<file path="config.mk">
export PLATFORM = sky130hd
export DESIGN_NAME = s27_sig_compactor
export DESIGN_NICKNAME = d
export VERILOG_FILES = /design/src/rtl/s27_sig_compactor.sv
export SDC_FILE = /design/constraint.sdc
export NUM_CORES = 1
export LEC_CHECK = 0
export CAP_MARGIN = 20
export CORE_MARGIN = 2
export CORE_UTILIZATION = 49
export CTS_CLUSTER_SIZE = 12
export DETAILED_ROUTE_END_ITERATION = 12
export GPL_ROUTABILITY_DRIVEN = 0
export HOLD_SLACK_MARGIN = 0.06
export PLACE_DENSITY = 0.84
export SLEW_MARGIN = 25
export SYNTH_ARGS = -nofsm -noshare
export SYNTH_HDL_FRONTEND = slang
export SYNTH_SLANG_ARGS = --single-unit
export TNS_END_PERCENT = 100
</file>
<file path="constraint.sdc">
create_clock -name blif_clk_net -period 2.76 [get_ports blif_clk_net]
set_input_delay 0.552 -clock blif_clk_net [delete_from_list [all_inputs] [get_ports blif_clk_net]]
set_output_delay 0.552 -clock blif_clk_net [all_outputs]
set_load 0.02 [all_outputs]
</file>
<file path="src/rtl/s27_sig_compactor.sv">
// Response compactor for the s27 core: folds qualified G17 samples into a serial MISR signature.
// Define S27_SIGCMP_ONES_CNT_EN to build the ones counter; otherwise ones_cnt is tied to 0.
module s27_sig_compactor #(
    parameter int               SIG_W = 16,
    parameter int               CNT_W = 8,
    parameter logic [SIG_W-1:0] POLY  = 16'h1021,
    parameter logic [SIG_W-1:0] SEED  = 16'hFFFF
) (
    input  logic             blif_clk_net,
    input  logic             blif_reset_net,
    input  logic             start,
    input  logic [CNT_W-1:0] len,
    input  logic             G17,
    input  logic             sample_en,
    output logic             busy,
    output logic [SIG_W-1:0] sig,
    output logic [CNT_W-1:0] ones_cnt,
    output logic             rd_valid,
    input  logic             rd_ready,
    output logic [1:0]       state_dbg
);

    localparam logic [1:0] ST_IDLE = 2'd0;
    localparam logic [1:0] ST_RUN  = 2'd1;
    localparam logic [1:0] ST_DONE = 2'd2;

    logic [1:0]       state;
    logic [1:0]       state_nxt;
    logic [CNT_W-1:0] remaining;
    logic             accept;
    logic             take;
    logic             last;
    logic             fb;
    logic [SIG_W-1:0] sig_nxt;

    // Readout handshake: rd_valid is high for the whole of DONE and the result is
    // held until the edge where rd_valid && rd_ready, which completes the transfer.
    assign accept = (state == ST_IDLE) && start;
    assign take   = (state == ST_RUN) && sample_en;
    assign last   = take && (remaining == CNT_W'(1));

    assign fb      = sig[SIG_W-1] ^ G17;
    assign sig_nxt = {sig[SIG_W-2:0], 1'b0} ^ (fb ? POLY : '0);

    assign busy      = (state == ST_RUN);
    assign rd_valid  = (state == ST_DONE);
    assign state_dbg = state;

    always_comb begin
        state_nxt = state;
        case (state)
            ST_IDLE: if (start) state_nxt = (len == '0) ? ST_DONE : ST_RUN;
            ST_RUN:  if (last) state_nxt = ST_DONE;
            ST_DONE: if (rd_ready) state_nxt = ST_IDLE;
            default: state_nxt = ST_IDLE;
        endcase
    end

    always_ff @(posedge blif_clk_net or negedge blif_reset_net) begin
        if (!blif_reset_net) begin
            state     <= ST_IDLE;
            remaining <= '0;
            sig       <= '0;
        end else begin
            state <= state_nxt;
            if (accept) begin
                sig       <= SEED;
                remaining <= len;
            end else if (take) begin
                sig       <= sig_nxt;
                remaining <= remaining - CNT_W'(1);
            end
        end
    end

`ifdef S27_SIGCMP_ONES_CNT_EN
    logic [CNT_W-1:0] ones_q;

    // Counts at most len samples per run, so it never passes len.
    always_ff @(posedge blif_clk_net or negedge blif_reset_net) begin
        if (!blif_reset_net) begin
            ones_q <= '0;
        end else if (accept) begin
            ones_q <= '0;
        end else if (take && G17) begin
            ones_q <= ones_q + CNT_W'(1);
        end
    end

    assign ones_cnt = ones_q;
`else
    assign ones_cnt = '0;
`endif

endmodule

</file>
==> results of run 1 <==
-- area by class of cell --
cell class,count,area [µm²]
fill,216,841
sequential,26,651
multi-input combinational,80,574
timing repair buffer,36,353
tap,30,37.5
clock buffer,4,36.3
inverter,2,7.51
-- critical path, stage by stage, from the launching register on --
cell and delay (ns):
dfrtp_1 0.51, nor2b_1 0.23, clkdlybuf4s50_1 0.62
-- cell usage after synthesis (2+ instances only) --
library cell  count
or2_2             2
or3_1             3
dfrtp_1          26
ha_1              2
xnor2_1           2
o311ai_0          2
nand3_1           2
a2bb2oi_1         2
mux2i_1           3
o221ai_1          2
nand2_1           5
nor3b_1           3
inv_1             2
nor4_1            4
buf_2             4
o211ai_1          3
a221o_1           2
nor2b_1           2
nor3_1            3
o22a_1           14
buf_4             8
-- layer usage --
layer / global-route usage / vias to the layer above / routed length [µm]
met2: 0.345 / 38 / 1460
li1: - / 486 / -
met4: 0.0906 / 0 / 0
met1: 0.249 / 517 / 1290
met3: 0.0398 / 0 / 144
met5: 0 / - / 0
-- state kept, by name (all words and copies together) (netlist names) --
register   cells
sig           16
remaining      8
state_dbg      2
-- metrics by stage --
| step | utilization | hold slack [ns] | cell area [µm²] |
|---|---|---|---|
| 6_report | 0.664 | 0.535 | 1660 |
| 5_1_grt | 0.664 | 0.565 | 1660 |
| 4_1_cts | 0.664 | 0.542 | 1660 |
| 3_5_place_dp | 0.649 | 0.506 | 1620 |
| 3_3_place_gp | 0.649 | 0.498 | 1620 |
| 2_1_floorplan | - | 0.256 | 1320 |
-- placed cells by master, fill, tap and decap left out, types with 2 or more instances in the layout --
master           count
clkbuf_4             3
nor4_1               4
a221o_1              2
nor3b_1              3
nand3_1              2
mux2i_1              3
conb_1               8
o22a_1              14
nor2b_1              2
dfrtp_1             26
nand2_1              5
o221ai_1             2
xnor2_1              2
o211ai_1             3
or2_2                2
clkdlybuf4s50_1     33
o311ai_0             2
a2bb2oi_1            2
buf_4                3
or3_1                3
ha_1                 2
inv_1                2
nor3_1               3
-- cell families (layout without fill, tap and decap cells) --
group,Yosys count,count (layout)
other,1,8
buffers and inverters,15,42
AND/OR/NAND/NOR,34,34
XOR/XNOR,3,3
multiplexers,3,3
flip-flops,26,26
adder cells (fa/ha/maj),2,2
AO/OA/AOI/OAI,30,30
-- power groups by stage --
stage	clock [mW]	sequential [mW]	combinational, mW
after global placement	0	0.705	0.884
final	0.189	0.715	0.907
after floorplan	0	0.799	0.475
after CTS	0.194	0.712	0.917
after detailed placement	0	0.717	0.911
after global routing	0.215	0.737	0.989
-- path summary, 6_finish.rpt --
path	from	endpoint	slack, ns	depth (start not counted)
worst min-delay path	sig[10]$_DFFE_PN0P_	sig[10]$_DFFE_PN0P_	0.54	1
worst max-delay path	state_dbg[0]$_DFFE_PN0P_	busy	0.53	2
max in group asynchronous	blif_reset_net	state_dbg[0]$_DFFE_PN0P_	1.92	2
worst min register to register	sig[10]$_DFFE_PN0P_	sig[10]$_DFFE_PN0P_	0.54	1
min in group asynchronous	blif_reset_net	remaining[6]$_DFFE_PN0P_	0.59	2
worst max register to register	state_dbg[1]$_DFFE_PN0P_	remaining[1]$_DFFE_PN0P_	1.16	3
==> impl_metrics.tcl, run 1 <==
set metrics [dict create \
    ys_types 39 \
    drive_above_1_share 0.0811 \
    drc_errors 0 \
    grt_max_degree 27 \
    pwr-share-clk 0.104 \
    die_x_um 55.5 \
    synth_compound_gate_area_share 0.196 \
    fin_tns_setup_ns 0 \
    antenna_found_initial 0 \
    ant_nets 0 \
    vias_per_cell 5.85 \
    io-pin-count 42 \
    syn_inst 114 \
    hpwlAfterDp_mm 2.08 \
    pre_cts_ws_ns 0.650 \
    dr.pass1.iters 4 \
    post_drt_wl_per_cell_um 16.3 \
    io_buffers 33 \
    grt-ovfl-total 0 \
    cp-start-kind "flip-flop" \
    p_seq_frac 0.395 \
    synthFlopType "dfrtp_1" \
    synthAdderAreaFrac 0.0193 \
    final.period_utilization 0.807 \
    syn_area_mm2 0.00130 \
    sw_frac_of_total 0.403 \
    p_switching_mw 0.730 \
    ys_seq_elements 26 \
    cts_made_buffers 3 \
    synthArstFlopShare 1.00 \
    finalMaxSlewViolations 0 \
    min_period_ns 2.23 \
    p_int_mw 1.08 \
    status "finished clean" \
    synth.largest_area_cell "dfrtp_1" \
    cp_data_arrival_time_ns 1.68 \
    finalSetupViolCount 0 \
    synth_edf_count 0 \
    grt_use_total 0.203 \
    clkSlewWorstSetupHoldPaths_ns 0.14 \
    cp-end-kind "output port" \
    rows 18 \
    drt_iter0_drc 36 \
    setup_ws_ns 0.533 \
    finalNonFillerCells 178 \
    p_total_mw 1.81 \
    worstSetupPathType "reg -> out" \
    maxCapViolCount 0 \
    synth_top_area_share 0.501 \
    p_leak_nw 0.640 \
    area_delta_synth_final_pct 27.9 \
    syn_avg_cell_area_um2 11.4 \
    cts_tree "built" \
    seq_area_frac_synth 0.501 \
    synth_top_family_by_area "compound AO/OA/AOI/OAI gates" \
    start_util 0.519 \
    cp_max_fo 9 \
    clock_sinks 26 \
    die_h_um 55.5 \
    finClkSkew_ns 0.00524 \
    cts_setup_buffers 0 \
    num_vias 1041 \
    grt_pass1_vias 1126 \
    rsz0062_at_grt "no" \
    clk_path_buf_depth 2 \
    synthTopCellsByArea "dfrtp_1 50%, o22a_1 9.5%, buf_4 4.6%" \
    pwr-share-comb 0.501 \
    yosys_warnings 0 \
    max_clock_freq_ghz 0.449 \
    diodes 0 \
    htree_levels 1 \
    clockRootBuffer "clkbuf_4" \
    cp.required_ns 2.21 \
    dp.cells 174 \
    drt-total-wl_mm 2.90 \
    yosys.area_share.simple 0.161 \
    hp-class "reg -> reg" \
    die-area_mm2 0.00308 \
    irDropWorstVdd_uv 694 \
    ctsResizeCount 0 \
    synth.area.mux_share 0.0231 \
    coreArea_mm2 0.00250 \
    powerDensity_mw_per_mm2 1090 \
    synth_xor_area_frac 0.0203 \
    hold_violations 0 \
    postCtsHoldBufs 0 \
    clk_latency_ns 0.31 \
    nets 165 \
    grt_pass1_wl_mm 5.04 \
]
Note: power is estimated with default switching activity, not from simulation.
==> run 2, diff against run 1 <==
- CORE_UTILIZATION: 49 -> 45
- PLACE_DENSITY: 0.84 -> 0.78
- clock period: 2.76 -> 2.14 ns (I/O delays scaled with it)
==> run 2 against run 1 <==
- hold slack worse by 0.070 ns
- clock power increased by 30%
- combinational power grew 29%
- setup slack worse by 0.44 ns
- first-iteration DRC count down 22%
- global-route usage is 1.2 points lower
- wire length about the same
- clock skew hardly changed
- die area up 8.2%
- critical endpoint unchanged
- largest power group unchanged
- highest routed layer is now met4
==> impl_metrics.tcl, run 2 (synthesis gave the netlist of run 1 again) <==
set metrics [dict create \
    status "finished clean" \
    p_leak_nw 0.638 \
    diodes 0 \
    finalSetupViolCount 0 \
    coreArea_mm2 0.00276 \
    grt-ovfl-total 0 \
    drt_iter0_drc 28 \
    cts_made_buffers 3 \
    rows 19 \
    max_clock_freq_ghz 0.488 \
    maxCapViolCount 0 \
    drt-total-wl_mm 2.89 \
    rsz0062_at_grt "no" \
    grt_pass1_wl_mm 4.98 \
    final_common_cell "clkdlybuf4s50_1" \
    io-pin-count 42 \
    powerDensity_mw_per_mm2 1400 \
    area_delta_synth_final_pct 28.2 \
    postCtsHoldBufs 0 \
    clkSlewWorstSetupHoldPaths_ns 0.14 \
    utilization 0.603 \
    ant_nets 0 \
    irDropWorstVdd_uv 846 \
    die-area_mm2 0.00333 \
    start_util 0.471 \
    largest_reg_flops 16 \
    htree_levels 1 \
    hp-class "in -> async" \
    met3WireLength_um 189 \
    dr.pass1.iters 4 \
    cts_tree "built" \
    drc_errors 0 \
    hpwlAfterDp_mm 2.09 \
    regMostFlops "sig" \
    cp.required_ns 1.71 \
    min_period_ns 2.05 \
    grt_pass1_vias 1060 \
    wl_met1_mm 1.34 \
    io_buffers 33 \
    cp-end-kind "output port" \
    worstSetupPathType "reg -> out" \
    layout_common_cells "33 x clkdlybuf4s50_1, 24 x dfrtp_1, 14 x o22a_1" \
    grt_max_degree 27 \
    hold_violations 0 \
    cp_max_fo 9 \
    cp-start-kind "flip-flop" \
    nets 165 \
    drive_above_1_share 0.0946 \
    clockRootBuffer "clkbuf_4" \
    die_h_um 57.7 \
    top_layer "met4" \
    post_drt_wl_per_cell_um 16.2 \
    num_vias 1040 \
    vias_per_cell 5.81 \
    fin_tns_setup_ns 0 \
    antenna_found_initial 0 \
    cp_data_arrival_time_ns 1.62 \
    clock_sinks 26 \
    finClkSkew_ns 0.00507 \
    clk_path_buf_depth 2 \
    wl_met2_mm 1.34 \
    finalMaxSlewViolations 0 \
    clk_latency_ns 0.32 \
    final.period_utilization 0.957 \
    grt_use_total 0.191 \
    die_x_um 57.7 \
    n_fill_cell 256 \
]
[run 2: power by group]
| group | total [mW] | switching [mW] | internal [mW] |
|---|---|---|---|
| logic | 1.17 | 0.575 | 0.591 |
| registers | 0.917 | 0.217 | 0.700 |
| clock network | 0.246 | 0.142 | 0.104 |
[run 2: metal layers]
metal / GRT usage / vias to the layer above
met5: 0 / -
met4: 0.0631 / 0
met3: 0.0268 / 4
met2: 0.310 / 41
met1: 0.266 / 502
li1: - / 493
[run 2: final timing paths]
| check | startpoint | end | slack, ns | cells after the start |
|---|---|---|---|---|
| max reg2reg | state_dbg[1]$_DFFE_PN0P_ | remaining[1]$_DFFE_PN0P_ | 0.54 | 4 |
| min reg2reg | sig[2]$_DFFE_PN0P_ | sig[2]$_DFFE_PN0P_ | 0.54 | 1 |
| max in group asynchronous | blif_reset_net | state_dbg[0]$_DFFE_PN0P_ | 1.41 | 2 |
| min | blif_reset_net | remaining[7]$_DFFE_PN0P_ | 0.47 | 2 |
| max | state_dbg[0]$_DFFE_PN0P_ | busy | 0.09 | 2 |
| min in group blif_clk_net | sig[2]$_DFFE_PN0P_ | sig[2]$_DFFE_PN0P_ | 0.54 | 1 |
[run 2: final cells by class]
| class | instances | area (µm²) | area share |
|---|---|---|---|
| clock buffers | 4 | 36.3 | 0.0218 |
| inverters | 2 | 7.51 | 0.00451 |
| repair buffers | 36 | 353 | 0.212 |
| flip-flops and latches | 26 | 653 | 0.393 |
| multi-input cells | 80 | 574 | 0.345 |
| well taps | 31 | 38.8 | 0.0233 |
[run 2: what timing repair did]
item,CTS,global route
buffers inserted,0,0
endpoints found under the setup margin,0,2
resized for setup,0,2
hold endpoints to repair,0,0
[run 2: through the flow]
step                power, mW  instances  hold slack, ns  setup slack (ns)  cell area (µm²)
floorplan                1.64        121           0.132             0.615             1320
global placement         2.05        175           0.506             0.164             1620
detailed placement       2.09        175           0.506             0.123             1620
CTS                      2.35        179           0.465            0.0206             1660
global route             2.50        179           0.474            0.0205             1660
finish                   2.33        179           0.466            0.0920             1660
[run 2: worst max-delay path, stage by stage (launching register included)]
cell	delay [ns]
dfrtp_2	0.46
nor2b_1	0.20
clkdlybuf4s50_1	0.64
